**config.mk**
```make
export PLATFORM = sky130hd
export DESIGN_NAME = vote_capture
export DESIGN_NICKNAME = d
export VERILOG_FILES = /design/src/rtl/vote_pkg.sv /design/src/rtl/btn_debounce.sv /design/src/rtl/vote_capture.sv
export SDC_FILE = /design/constraint.sdc
export NUM_CORES = 1
export LEC_CHECK = 0
export ABC_CLOCK_PERIOD_IN_PS = 2250
export BUFFER_PORTS_ARGS = -buffer_cell sky130_fd_sc_hd__buf_2
export CELL_PAD_IN_SITES_DETAIL_PLACEMENT = 1
export CELL_PAD_IN_SITES_GLOBAL_PLACEMENT = 1
export CORE_UTILIZATION = 45
export CTS_BUF_LIST = sky130_fd_sc_hd__clkbuf_8
export CTS_CLUSTER_DIAMETER = 150
export DETAILED_ROUTE_END_ITERATION = 8
export PLACE_DENSITY = 0.79
export REMOVE_ABC_BUFFERS = 1
export SYNTH_ARGS = -nofsm -noshare
export SYNTH_HDL_FRONTEND = slang
export SYNTH_SLANG_ARGS = --single-unit
```
**constraint.sdc**
```tcl
create_clock -name clk -period 2.25 [get_ports clk]
set_clock_uncertainty 0.15 [all_clocks]
set_input_delay 0.1125 -clock clk [delete_from_list [all_inputs] [get_ports clk]]
set_output_delay 0.1125 -clock clk [all_outputs]
set_load 0.01 [all_outputs]
```
**src/rtl/vote_pkg.sv**
```systemverilog
// Shared definitions for the vote capture front-end: candidate count, capture
// FSM encoding, default timing constants and a one-hot helper.
package vote_pkg;

  localparam int NUM_CAND = 4;

  localparam logic [15:0] DEFAULT_DEBOUNCE_CYCLES = 16'd50000;
  localparam logic [23:0] DEFAULT_LOCKOUT_CYCLES  = 24'd1000000;

  typedef enum logic [2:0] {
    IDLE    = 3'd0,
    ARMED   = 3'd1,
    VOTE    = 3'd2,
    REJECT  = 3'd3,
    HOLD    = 3'd4,
    LOCKOUT = 3'd5
  } capture_state_e;

  function automatic logic is_onehot(input logic [NUM_CAND-1:0] v);
    return (v != '0) && ((v & (v - NUM_CAND'(1))) == '0);
  endfunction

endpackage

```
**src/rtl/btn_debounce.sv**
```systemverilog
// Two-flop synchroniser followed by a stability counter; the debounced level
// only changes after DEBOUNCE_CYCLES consecutive disagreeing samples.
module btn_debounce
  import vote_pkg::*;
#(
  parameter logic [15:0] DEBOUNCE_CYCLES = DEFAULT_DEBOUNCE_CYCLES
) (
  input  logic clk,
  input  logic reset,
  input  logic raw,
  output logic level
);

  localparam int CW = $clog2(DEBOUNCE_CYCLES + 1);
  localparam logic [CW-1:0] CNT_LAST = CW'(DEBOUNCE_CYCLES - 16'd1);

  logic          meta;
  logic          synced;
  logic [CW-1:0] cnt;

  // NOTE: every register here uses non-blocking assignment so meta->synced
  // forms two real flops instead of collapsing into one.
  always_ff @(posedge clk) begin
    if (!reset) begin
      meta   <= 1'b0;
      synced <= 1'b0;
      level  <= 1'b0;
      cnt    <= '0;
    end else begin
      meta   <= raw;
      synced <= meta;
      if (synced == level) begin
        cnt <= '0;
      end else if (cnt == CNT_LAST) begin
        level <= ~level;
        cnt   <= '0;
      end else begin
        cnt <= cnt + CW'(1);
      end
    end
  end

endmodule

```
**src/rtl/vote_capture.sv**
```systemverilog
// Button front-end for the vote logger: debounces four candidate buttons and
// emits at most one one-hot vote (or a conflict) per voter session.
module vote_capture
  import vote_pkg::*;
#(
  parameter logic [15:0] DEBOUNCE_CYCLES = DEFAULT_DEBOUNCE_CYCLES,
  parameter logic [23:0] LOCKOUT_CYCLES  = DEFAULT_LOCKOUT_CYCLES
) (
  input  logic clk,
  input  logic reset,
  input  logic mode,
  input  logic cand1_btn,
  input  logic cand2_btn,
  input  logic cand3_btn,
  input  logic cand4_btn,
  output logic cand1_vote_valid,
  output logic cand2_vote_valid,
  output logic cand3_vote_valid,
  output logic cand4_vote_valid,
  output logic conflict,
  output logic busy
);

  localparam int LW = $clog2(LOCKOUT_CYCLES + 1);
  localparam logic [LW-1:0] LOCK_LAST = LW'(LOCKOUT_CYCLES - 24'd1);

  logic [NUM_CAND-1:0] raw;
  logic [NUM_CAND-1:0] db;
  logic [NUM_CAND-1:0] vote;
  capture_state_e      state;
  logic [LW-1:0]       lock_cnt;

  assign raw = {cand4_btn, cand3_btn, cand2_btn, cand1_btn};

  for (genvar i = 0; i < NUM_CAND; i++) begin : g_btn
    btn_debounce #(
      .DEBOUNCE_CYCLES(DEBOUNCE_CYCLES)
    ) u_debounce (
      .clk  (clk),
      .reset(reset),
      .raw  (raw[i]),
      .level(db[i])
    );
  end

  always_ff @(posedge clk) begin
    if (!reset) begin
      state    <= IDLE;
      vote     <= '0;
      conflict <= 1'b0;
      lock_cnt <= '0;
    end else if (mode) begin
      state    <= IDLE;
      vote     <= '0;
      conflict <= 1'b0;
      lock_cnt <= '0;
    end else begin
      // NOTE: pulse outputs default low each cycle; only the deciding ARMED
      // cycle overrides them, which keeps every pulse exactly one cycle wide.
      vote     <= '0;
      conflict <= 1'b0;
      case (state)
        IDLE: begin
          if (db == '0) state <= ARMED;
        end
        ARMED: begin
          if (is_onehot(db)) begin
            state <= VOTE;
            vote  <= db;
          end else if (db != '0) begin
            state    <= REJECT;
            conflict <= 1'b1;
          end
        end
        VOTE, REJECT: begin
          state <= HOLD;
        end
        HOLD: begin
          if (db == '0) begin
            state    <= LOCKOUT;
            lock_cnt <= '0;
          end
        end
        LOCKOUT: begin
          // A press during lockout restarts the whole release-and-wait cycle.
          if (db != '0) begin
            state    <= HOLD;
            lock_cnt <= '0;
          end else if (lock_cnt == LOCK_LAST) begin
            state    <= ARMED;
            lock_cnt <= '0;
          end else begin
            lock_cnt <= lock_cnt + LW'(1);
          end
        end
        default: begin
          state <= IDLE;
        end
      endcase
    end
  end

  assign cand1_vote_valid = vote[0];
  assign cand2_vote_valid = vote[1];
  assign cand3_vote_valid = vote[2];
  assign cand4_vote_valid = vote[3];
  assign busy             = (state != ARMED);

endmodule

```
Yosys cells after proc, flatten, opt, wreduce, memory -nomap -nowiden
Index checks and enable logic that the tools add are counted.
{ "totals": {"inputBits": 7, "reg_bits": 104, "out_inout_bits": 6} }
{ "classes": {"eq_ne": 19, "n_addsub": 6, "muxes": 12, "bitwise": 12, "n_reduce_logical": 20} }
{ "ops": {"columns": ["operator", "count"], "rows": [
  ["$add A16 B1 Y16 const B", 4],
  ["$eq A16 B16 Y1 const B", 4],
  ["$mux W20", 3],
  ["$pmux W20 S2", 1],
  ["$add A20 B1 Y20 const B", 1],
  ["$eq A20 B20 Y1 const B", 1],
  ["$mux W3", 6],
  ["$pmux W3 S5", 1],
  ["$reduce_or A3 Y1", 4],
  ["$not A1 Y1", 11],
  ["$reduce_and A2 Y1", 5],
  ["$logic_not A4 Y1", 2],
  ["$reduce_or A4 Y1", 2],
  ["$eq A3 B2 Y1 const B", 2],
  ["$eq A3 B3 Y1 const B", 2],
  ["$ne A3 B3 Y1 const B", 2],
  ["$and A4 B4 Y4", 1],
  ["$eq A1 B1 Y1", 4],
  ["$ne A2 B2 Y1 const B", 2],
  ["$reduce_and A4 Y1", 1],
  ["$reduce_bool A4 Y1", 1],
  ["$reduce_or A2 Y1", 2],
  ["$sub A4 B1 Y4 const B", 1],
  ["$eq A3 B1 Y1 const B", 1],
  ["5 further kinds", 5]
]} }

Longest topological paths before layout
Gate-level depths: netlist (run 1).
{ "logic_depth": {"word_depth": 6, "ltp_mapped": 7} }

By module
From an unflattened synthesis (run 1), not the netlist that was laid out.
{ "hier_totals": {"hier_cells": 521, "hier_area_um2": 4787.1} }
{ "by_module_without_submodules": {"columns": ["module", "cells_each", "seq_area_each_um2", "area_each_um2", "instances"], "rows": [
  ["btn_debounce", 87, 380.4, 838.3, 4],
  ["vote_capture", 173, 560.5, 1433.9, 1]
]} }

Least setup slack after synthesis (run 1)
Ideal clock, no wire load.
{ "synth_timing": {"path_type": "register to register", "start": "register g_btn[3].u_debounce.cnt[0]", "end": "register g_btn[3].u_debounce.cnt[10]", "period_less_slack_ns": 1.990, "n_path_buf": 1, "path_stages_with_launch": 8, "t_required_ns": 1.972, "path_slack_ns": 0.260, "arrival_ns": 1.712, "path_cell_list": "dfxtp_1 ha_1 and3_1 nand3_1 nor3_1 nand3b_1 clkbuf_1 nor2_1"} }
{ "synth_via": {"elab_chain_cells": 2} }
{ "synth_lines": {"columns": ["item", "line_no", "source"], "rows": [
  ["from (decl)", "btn_debounce.sv:19", "logic [CW-1:0] cnt;"],
  ["from (signal assigned)", "btn_debounce.sv:38", "cnt <= cnt + CW'(1);"],
  ["parallel branches: the longest is 2 deep, another holds $add A16 B1 Y16", null, null]
]} }
Several ways; the timed one is not identified.
A chain may end at the register's enable or synchronous reset.

Worst setup path after layout (run 1)
{ "layout_timing": {"start": "register lock_cnt[13]", "end": "register lock_cnt[14]"} }
{ "layout_via": {"elab_chain_cells": 4} }
{ "layout_lines": {"columns": ["item", "line_no", "source"], "rows": [
  ["from (decl)", "vote_capture.sv:31", "logic [LW-1:0] lock_cnt;"],
  ["from (signal assigned)", "vote_capture.sv:93", "lock_cnt <= lock_cnt + LW'(1);"],
  ["$add A20 B1 Y20 / $eq A20 B20 Y1 (equally long branches)", "vote_capture.sv:93, vote_capture.sv:89", null],
  ["$mux W20 *", "vote_capture.sv:89", "end else if (lock_cnt == LOCK_LAST) begin"],
  ["$mux W20 *", "vote_capture.sv:86", "if (db != '0) begin"],
  ["$pmux W20 S2 *", "vote_capture.sv:62", "case (state)"]
]} }
Mark *: on every way between the ends. The rest lies on a longest branch, timed or not.

==> results of run 1 <==
stage by stage:
step                      util [%]  cell area (um^2)  total power [W]
after floorplan                  -              4498         0.001924
after global placement       49.64              4875         0.001951
after detailed placement     49.64              4875         0.001954
after CTS                    51.89              5095         0.003046
after global routing         51.96              5102         0.003126
final                        51.96              5102         0.003006
layout by cell type (no fill, tap or decap), drive strengths merged, types with 5 or more instances in the layout:
master and n:
inv 10, buf 32, nand3 37, nor2b 7, xnor2 26, nand4 20
nor3 16, ha 5, dfxtp 104, mux2i 5, and4 7, o21ai 8
a21oi 5, nor4 13, nand2b 7, and3 15, or3 9, nand2 38
xor2 40, nor2 90, clkbuf 10, and2 11
final cells by class:
cell class,count,area share [%]
Clock buffer,10,2.697
Clock inverter,6,0.8337
Inverter,9,0.6621
Multi-Input combinational cell,392,46.84
Sequential cell,104,40.80
Tap cell,133,3.261
Timing Repair Buffer,36,4.904
worst register-to-register path, stage by stage (launching register included):
cell                      delay (ps)
sky130_fd_sc_hd__dfxtp_1         360
sky130_fd_sc_hd__or4bb_1         540
sky130_fd_sc_hd__nor3_2          260
sky130_fd_sc_hd__a31oi_4         260
sky130_fd_sc_hd__buf_4           230
sky130_fd_sc_hd__a32oi_1         150
sky130_fd_sc_hd__nand2_1          70
power groups by stage:
stage	clock [W]	combinational [W]	sequential (W)
2_1_floorplan	0	0.0000277	0.00190
3_3_place_gp	0	0.0000538	0.00190
3_5_place_dp	0	0.0000557	0.00190
4_1_cts	0.00113	0.0000612	0.00186
5_1_grt	0.00120	0.0000672	0.00186
6_report	0.00109	0.0000597	0.00186
layer usage:
layer / global-route usage [%] / vias up / share of wire (%)
met1: 23.84 / 1776 / 47
met2: 35.44 / 28 / 49
met3: 5.898 / 13 / 2.4
li1: - / 1858 / -
met5: 0 / - / 0
met4: 6.067 / 0 / 1.2
kinds of logic after synthesis:
logic type,share of synthesized area [%]
AND/OR/NAND/NOR,32.08
buffers and inverters,2.514
flip-flops,45.46
adder cells (fa/ha/maj),1.585
AO/OA/AOI/OAI,4.645
XOR/XNOR,12.62
multiplexers,1.093
flip-flops by register name (all words and copies together) (netlist names):
name                     cells
g_btn.u_debounce.synced      4
g_btn.u_debounce.level       4
state                        3
g_btn.u_debounce.cnt        64
g_btn.u_debounce.meta        4
conflict                     1
vote                         4
lock_cnt                    20
repair_timing:
action                     4_1_cts  5_1_grt
buffers inserted                 0        0
hold buffers                     4        0
resized for setup                0        2
hold endpoints to repair         4        0
setup endpoints to repair        0        9
worst max-delay path by stage:
stage	from	end	cells after the start	slack, ps
floorplan	lock_cnt[13]	lock_cnt[5]	5	310
global placement	lock_cnt[13]	lock_cnt[14]	6	210
detailed placement	lock_cnt[1]	lock_cnt[14]	7	110
CTS	lock_cnt[1]	lock_cnt[14]	7	100
global route	g_btn[3].u_debounce.cnt[0]	g_btn[3].u_debounce.cnt[5]	7	2
finish	lock_cnt[13]	lock_cnt[14]	6	140
==> run metrics, run 1 <==
run status complete, no violations; H-tree Lvls 3; final-stage net count between 500 and 600; Initial Utilization between 40% and 50%; category of the worst setup path capture point flop; final slew viol count 0; synthesized cell area roughly 4600 um^2; total negative setup slack 0 ps; Final Instance Count excl. Fillers 690; RR Startpoint lock_cnt[13]; total clock sinks ~100; Async S/R FF share, synth 0%; cell taking the most area after synthesis sky130_fd_sc_hd__dfxtp_1; via count of the first global-routing pass 3658; predominant post-synthesis flop cell sky130_fd_sc_hd__dfxtp_1; FF-to-FF End lock_cnt[14]; CP delay by family, top simple AND/OR/NAND/NOR gates; CP cell instances or4bb_1 > nor3_2 > a31oi_4 > buf_4 > a32oi_1 > nand2_1; Mapped Cells 523; final setup vio count 0; WL per Instance between 10 and 15 um; number of max-cap violations 0; unrepaired setup endpoints after global routing no; dominant cell by count in the synthesized netlist sky130_fd_sc_hd__dfxtp_1; Via Count approximately 3700; switching portion of total power 23.20%; CP Buf/Inv Count 1; required time at the worst-slack endpoint 2390 ps; standard-cell row count 36; total iterations of the first detailed-routing run 4; overall die area 10580 um^2; first-pass GRT wire length between 15000 and 20000 um; post-route clock period utilization 93.97%; Crit Path Class flop to flop; sequential fraction of the synthesis area 45.46%; drt via density about 5.3; leading post-synthesis cells by cell area sky130_fd_sc_hd__dfxtp_1, sky130_fd_sc_hd__xor2_1, sky130_fd_sc_hd__nor2_1; clock latency on the worst-skew pair between 300 and 400 ps; Chip Height approximately 100 um; All-Layer GR Usage around 20%; area taken by flip-flops and latches about 2100 um^2; internal cell power ~0.0023 W; Fmax about 0.47 GHz; Filler Cell Count about 1200; number of buffers between clock root and the deepest sink 2; area of the core region 9819 um^2; final setup slack of the worst path approximately 140 ps; transition at the pin with the smallest max-transition slack roughly 590 ps; Gate power share ~2%; width of the die a little over 100 um; antenna violations before repair 0; delay contributed by the slowest stage of the critical path ~540 ps; mean instance size in the synthesized netlist slightly below 9 um^2; placed cell count 670; number of synthesized flops with an enable pin 0; clock transition time at the flip-flop clock pins of the worst setup and hold paths ~100 ps; area delta synth->final 11.42%; routability congestion estimate from global placement around 0.85; Synthesis Warnings 0; worst ir drop on vdd 0.5078 mV; setup slack of the worst register-to-register path 140 ps; clock tree from TritonCTS done; number of design-rule violations left by the first detailed-router iteration 78; HPWL after detailed placement around 7200 um; critical path fanouts, max 15; cts bufs inserted 9; Hold Path Stages 3; area used by multi-input combinational logic 2390 um^2; Commonest cells post-synth sky130_fd_sc_hd__dfxtp_1, sky130_fd_sc_hd__nor2_1, sky130_fd_sc_hd__xor2_1, sky130_fd_sc_hd__nand2_1, sky130_fd_sc_hd__nand3_1; register bit count reported by yosys ~100; power density relative to cell area about 590 nW/um^2; maximum number of pins on one net before global-route repair 20; Setup Slack @ Placement ~110 ps; sequential fraction of design power about three fifths; tightest hold margin between 40 and 50 ps; end point of the most critical hold path g_btn[1].u_debounce.meta; final critical delay including setup and external delays ~2100 ps; HP Class primary input to flop; startpoint types flop; critical hold path startpoint reset; switching power ~0.0007 W; static leakage power 1.745 nW; routed wire length 9773 um; total count of hold-check failures in the final report 0; area share of the leading cell type in the synthesized netlist between 40% and 50%; data arrival time at the worst-slack endpoint between 2000 and 2500 ps; cell with the biggest individual delay on the critical path sky130_fd_sc_hd__or4bb_1; Antenna Nets Post-Route 0; diode insertion count for antenna repair 0; total grt overflow 0; fraction of layout cells with a size suffix above 1 around a tenth; Port Buffer Count 12; number of I/O pins 13; distinct cell type count of the synthesized netlist 49; number of cell instances on the worst register-to-register path 6; worst rel slew slack ~60%; Clock power frac between 30% and 40%; clock tree root buffer cell sky130_fd_sc_hd__clkbuf_8; total DRC errors in the routed layout 0
Power figures use the tool's default switching activity.
==> inputs of run 2 (changes only) <==
--- a/config.mk
+++ b/config.mk
@@ -9,11 +9,12 @@
 export BUFFER_PORTS_ARGS = -buffer_cell sky130_fd_sc_hd__buf_2
 export CELL_PAD_IN_SITES_DETAIL_PLACEMENT = 1
 export CELL_PAD_IN_SITES_GLOBAL_PLACEMENT = 1
+export CORE_ASPECT_RATIO = 0.9
 export CORE_UTILIZATION = 45
 export CTS_BUF_LIST = sky130_fd_sc_hd__clkbuf_8
 export CTS_CLUSTER_DIAMETER = 150
 export DETAILED_ROUTE_END_ITERATION = 8
-export PLACE_DENSITY = 0.79
+export PLACE_DENSITY_LB_ADDON = 0.1
 export REMOVE_ABC_BUFFERS = 1
 export SYNTH_ARGS = -nofsm -noshare
 export SYNTH_HDL_FRONTEND = slang
==> run metrics, run 2 (synthesis gave the netlist of run 1 again) <==
total negative setup slack 0 ps; clock latency on the worst-skew pair approximately 370 ps; power density relative to cell area slightly above 600 nW/um^2; HP Class primary input to flop; Antenna Nets Post-Route 0; Fmax ~0.47 GHz; clock tree from TritonCTS done; first-pass GRT wire length roughly 18000 um; critical path fanouts, max 18; total count of hold-check failures in the final report 0; transition at the pin with the smallest max-transition slack approximately 540 ps; Setup Slack @ Placement approximately 55 ps; Chip Height 97.70 um; width of the die 108.3 um; final setup slack of the worst path approximately 120 ps; startpoint types flop; number of max-cap violations 0; Top Registers g_btn.u_debounce.cnt (64), lock_cnt (20); cell with the biggest individual delay on the critical path sky130_fd_sc_hd__or4bb_1; HPWL after detailed placement 7336 um; Crit Path Class flop to flop; post-route clock period utilization between 90% and 100%; Filler Cell Count roughly 1200; clock tree root buffer cell sky130_fd_sc_hd__clkbuf_8; worst rel slew slack between 60% and 70%; routed wire length roughly 10000 um; post-layout power 0.003128 W; final setup vio count 0; final-stage net count 562; Post-Route Utilization 52.21%; CP cell instances or4bb_1 > nor3_4 > a31oi_4 > a31o_1 > a21o_1; commonest cells after routing, fill and taps aside sky130_fd_sc_hd__dfxtp_1, sky130_fd_sc_hd__nor2_1, sky130_fd_sc_hd__xor2_1, sky130_fd_sc_hd__nand2_1, sky130_fd_sc_hd__nand3_1; maximum number of pins on one net before global-route repair 20; required time at the worst-slack endpoint roughly 2400 ps; total iterations of the first detailed-routing run 4; H-tree Lvls 3; area of the core region 9784 um^2; CP Buf/Inv Count 0; WL per Instance around 15 um; number of design-rule violations left by the first detailed-router iteration 111; number of buffers between clock root and the deepest sink 2; static leakage power ~1.7 nW; final critical delay including setup and external delays about 2100 ps; run status complete, no violations; worst ir drop on vdd around 0.44 mV; standard-cell row count 34; largest register by flop count g_btn.u_debounce.cnt; clock transition time at the flip-flop clock pins of the worst setup and hold paths around 100 ps; total grt overflow 0; data arrival time at the worst-slack endpoint between 2000 and 2500 ps; overall die area 10580 um^2; Initial Utilization around 47%; routability congestion estimate from global placement ~0.8; delay contributed by the slowest stage of the critical path around 570 ps; fraction of layout cells with a size suffix above 1 approximately 10%; All-Layer GR Usage 20.64%; antenna violations before repair 0; Post-CTS Setup Inserts 0; Via Count approximately 3700; final slew viol count 0; category of the worst setup path capture point flop; diode insertion count for antenna repair 0; Largest register FFs 64; drt via density around 5.4; most common cell after layout, fill and taps aside sky130_fd_sc_hd__dfxtp_1; number of I/O pins 13; via count of the first global-routing pass approximately 3800; unrepaired setup endpoints after global routing no; Port Buffer Count 12; cts bufs inserted 9; area delta synth->final 11.56%; total DRC errors in the routed layout 0; CP delay by family, top simple AND/OR/NAND/NOR gates; total clock sinks roughly 100
[run 2: changes by cell type in the layout (fill, tap and decap cells not counted)]
| cell | before | now |
|---|---|---|
| sky130_fd_sc_hd__buf_4 | 20 | 18 |
| sky130_fd_sc_hd__clkinvlp_4 | 2 | 0 |
| sky130_fd_sc_hd__bufinv_16 | 0 | 1 |
| sky130_fd_sc_hd__inv_6 | 1 | 2 |
| sky130_fd_sc_hd__nor3_2 | 2 | 1 |
| sky130_fd_sc_hd__nor3_4 | 0 | 1 |
[run 2: layout make-up]
| cell class | instances | area (um^2) | share of cell area (%) |
|---|---|---|---|
| Clock buffer | 10 | 137.6 | 2.694 |
| Clock inverter | 6 | 66.31 | 1.298 |
| Inverter | 9 | 33.78 | 0.6613 |
| Multi-Input combinational cell | 392 | 2396 | 46.90 |
| Sequential cell | 104 | 2082 | 40.75 |
| Tap cell | 126 | 157.7 | 3.086 |
| Timing Repair Buffer | 34 | 235.2 | 4.604 |
[run 2: path summary, 6_finish.rpt]
kind	depth (start not counted)	slack (ps)	startpoint	endpoint
setup / recovery	5	120	lock_cnt[13]	lock_cnt[5]
hold / removal	5	70	mode	lock_cnt[14]
setup reg to reg	5	120	lock_cnt[13]	lock_cnt[5]
hold reg to reg	1	290	g_btn[2].u_debounce.meta	g_btn[2].u_debounce.synced
[run 2: worst register-to-register path: stages (launching register included)]
cell                      delay [ps]
sky130_fd_sc_hd__dfxtp_1         360
sky130_fd_sc_hd__or4bb_1         570
sky130_fd_sc_hd__nor3_4          220
sky130_fd_sc_hd__a31oi_4         260
sky130_fd_sc_hd__a31o_1          290
sky130_fd_sc_hd__a21o_1          170
[run 2: timing repair]
item	CTS	global route
endpoints found under the setup margin	0	6
hold buffers	4	0
gates resized for setup	0	3
hold endpoints to repair	4	0
[run 2: stage by stage]
stage,hold slack (ps),instances,cell area [um^2]
6_report,67.88,681,5109
4_1_cts,48.23,681,5095
3_3_place_gp,179.0,661,4851
2_1_floorplan,84.21,505,4498
3_5_place_dp,173.6,661,4851
5_1_grt,77.28,681,5109
[run 2: power by group]
| group | leakage [nW] | internal [W] | switching (W) |
|---|---|---|---|
| clock network | 0.107 | 0.000552 | 0.000658 |
| logic | 0.800 | 0.0000261 | 0.0000366 |
| registers | 0.840 | 0.00185 | 0.00000596 |
[run 2: routing by layer]
metal / track usage [%] / up-vias / share of wire, % / wire length (um)
met5: 0 / - / 0 / 0
met4: 5.405 / 0 / 1.1 / 113
met3: 4.561 / 12 / 2.4 / 243
met2: 35.72 / 35 / 48 / 4894
met1: 25.76 / 1750 / 48 / 4848
li1: - / 1857 / - / -
==> inputs of run 3 (changes only) <==
--- a/config.mk
+++ b/config.mk
@@ -14,6 +14,7 @@
 export CTS_BUF_LIST = sky130_fd_sc_hd__clkbuf_8
 export CTS_CLUSTER_DIAMETER = 150
 export DETAILED_ROUTE_END_ITERATION = 8
+export GPL_TIMING_DRIVEN = 0
 export PLACE_DENSITY_LB_ADDON = 0.1
 export REMOVE_ABC_BUFFERS = 1
 export SYNTH_ARGS = -nofsm -noshare
==> run metrics, run 3 (synthesis gave the netlist of run 1 again) <==
run status complete, no violations; maximum number of pins on one net before global-route repair 21; tightest hold margin 18.75 ps; WL per Instance between 10 and 15 um; Initial Utilization a little under half; most common cell after layout, fill and taps aside sky130_fd_sc_hd__dfxtp_1; clock latency on the worst-skew pair approximately 370 ps; Fmax 0.4552 GHz; overall die area about 11000 um^2; area delta synth->final 10.33%; category of the worst setup path capture point flop; critical path fanouts, max 12; width of the die about 110 um; routed wire length ~9700 um; final setup vio count 0; Top Registers g_btn.u_debounce.cnt (64), lock_cnt (20); transition at the pin with the smallest max-transition slack 749.8 ps; cts bufs inserted 9; total grt overflow 0; Filler Cell Count about 1100; via count of the first global-routing pass 3750; Setup Slack @ Placement -73.74 ps; H-tree Lvls 3; final slew viol count 0; antenna violations before repair 0; HPWL after detailed placement ~6600 um; total negative setup slack 0 ps; Crit Path Class flop to flop; Chip Height between 90 and 100 um; required time at the worst-slack endpoint 2320 ps; area of the core region 9784 um^2; RR Startpoint lock_cnt[13]; static leakage power 1.719 nW; routability congestion estimate from global placement between 0.7 and 0.8; area of all placed cells without fillers 5052 um^2; power density relative to cell area a little over 600 nW/um^2; number of max-cap violations 0; total DRC errors in the routed layout 0; clock transition time at the flip-flop clock pins of the worst setup and hold paths approximately 90 ps; number of I/O pins 13; total clock sinks between 100 and 150; drt via density around 5.4; Via Count 3637; clock tree root buffer cell sky130_fd_sc_hd__clkbuf_8; total count of hold-check failures in the final report 0; first-pass GRT wire length 16830 um; largest register by flop count g_btn.u_debounce.cnt; number of buffers between clock root and the deepest sink 2; Area after DPL around 4700 um^2; Largest register FFs 64; post-route clock period utilization 97.64%; standard-cell row count 34; final critical delay including setup and external delays between 2000 and 2500 ps; number of design-rule violations left by the first detailed-router iteration 89; worst rel slew slack between 50% and 60%; post-layout power ~0.0031 W; All-Layer GR Usage between 10% and 20%; startpoint types flop; clock tree from TritonCTS done; total iterations of the first detailed-routing run 4; critical hold path startpoint reset; HP Class primary input to flop; Antenna Nets Post-Route 0; commonest cells after routing, fill and taps aside sky130_fd_sc_hd__dfxtp_1, sky130_fd_sc_hd__nor2_1, sky130_fd_sc_hd__xor2_1, sky130_fd_sc_hd__nand2_1, sky130_fd_sc_hd__nand3_1; Port Buffer Count 12; fraction of layout cells with a size suffix above 1 between 8 and 9%; final-stage net count around 550; worst ir drop on vdd 0.4245 mV; data arrival time at the worst-slack endpoint 2270 ps; crit path launch lock_cnt[13]; diode insertion count for antenna repair 0; final setup slack of the worst path 53.02 ps
[run 3: cell count changes in the layout (fill, tap and decap cells not counted), sizes merged]
cell / before / now
clkinvlp: 0 / 2
buf: 30 / 20
clkinv: 3 / 0
[run 3: worst paths after layout]
check	depth (start not counted)	endpoint	slack, ps
worst max-delay path	6	lock_cnt[6]	50
worst min-delay path	2	g_btn[0].u_debounce.level	20
worst max register to register	6	lock_cnt[6]	50
worst min register to register	1	g_btn[0].u_debounce.synced	290
[run 3: stage by stage]
step                util (%)  std cells
global route           51.64        670
detailed placement     48.20        643
CTS                    51.30        668
finish                 51.64        670
floorplan                  -        505
global placement       48.20        643
[run 3: power breakdown]
group	leakage, nW	switching [W]	internal [W]	total, W
logic	0.783	0.0000340	0.0000215	0.0000555
registers	0.840	0.00000590	0.00185	0.00185
clock network	0.0962	0.000622	0.000539	0.00116
[run 3: what timing repair did]
item / in CTS / in global routing
setup endpoints to repair: 24 / 19
hold buffers: 4 / 0
gates resized for setup: 3 / 4
endpoints found under the hold margin: 4 / 0
setup buffers: 6 / 2
pin swaps: 0 / 1
[run 3: layout make-up]
class	count	area, um^2	area share [%]
Timing Repair Buffer	24	172.7	3.418
Sequential cell	104	2083	41.23
Tap cell	126	157.7	3.120
Multi-Input combinational cell	392	2410	47.70
Clock buffer	10	137.6	2.724
Clock inverter	5	57.56	1.139
Inverter	9	33.78	0.6686
[run 3: layer usage]
metal  track usage (%)  share of wire, %  wire [um]  vias to the layer above
met2             34.79                50       4783                       31
li1                  -                 -          -                     1840
met1             24.05                47       4541                     1758
met4             5.613              0.81         78                        0
met3             4.762               2.6        251                        8
met5                 0                 0          0                        -
[run 3: critical path, cell delays in order, from the launching register on]
cell and delay (ps):
sky130_fd_sc_hd__dfxtp_1 360, sky130_fd_sc_hd__or4bb_1 560, sky130_fd_sc_hd__nor3_2 310, sky130_fd_sc_hd__a31oi_4 250, sky130_fd_sc_hd__buf_4 200, sky130_fd_sc_hd__a22oi_1 170, sky130_fd_sc_hd__nor2_1 70
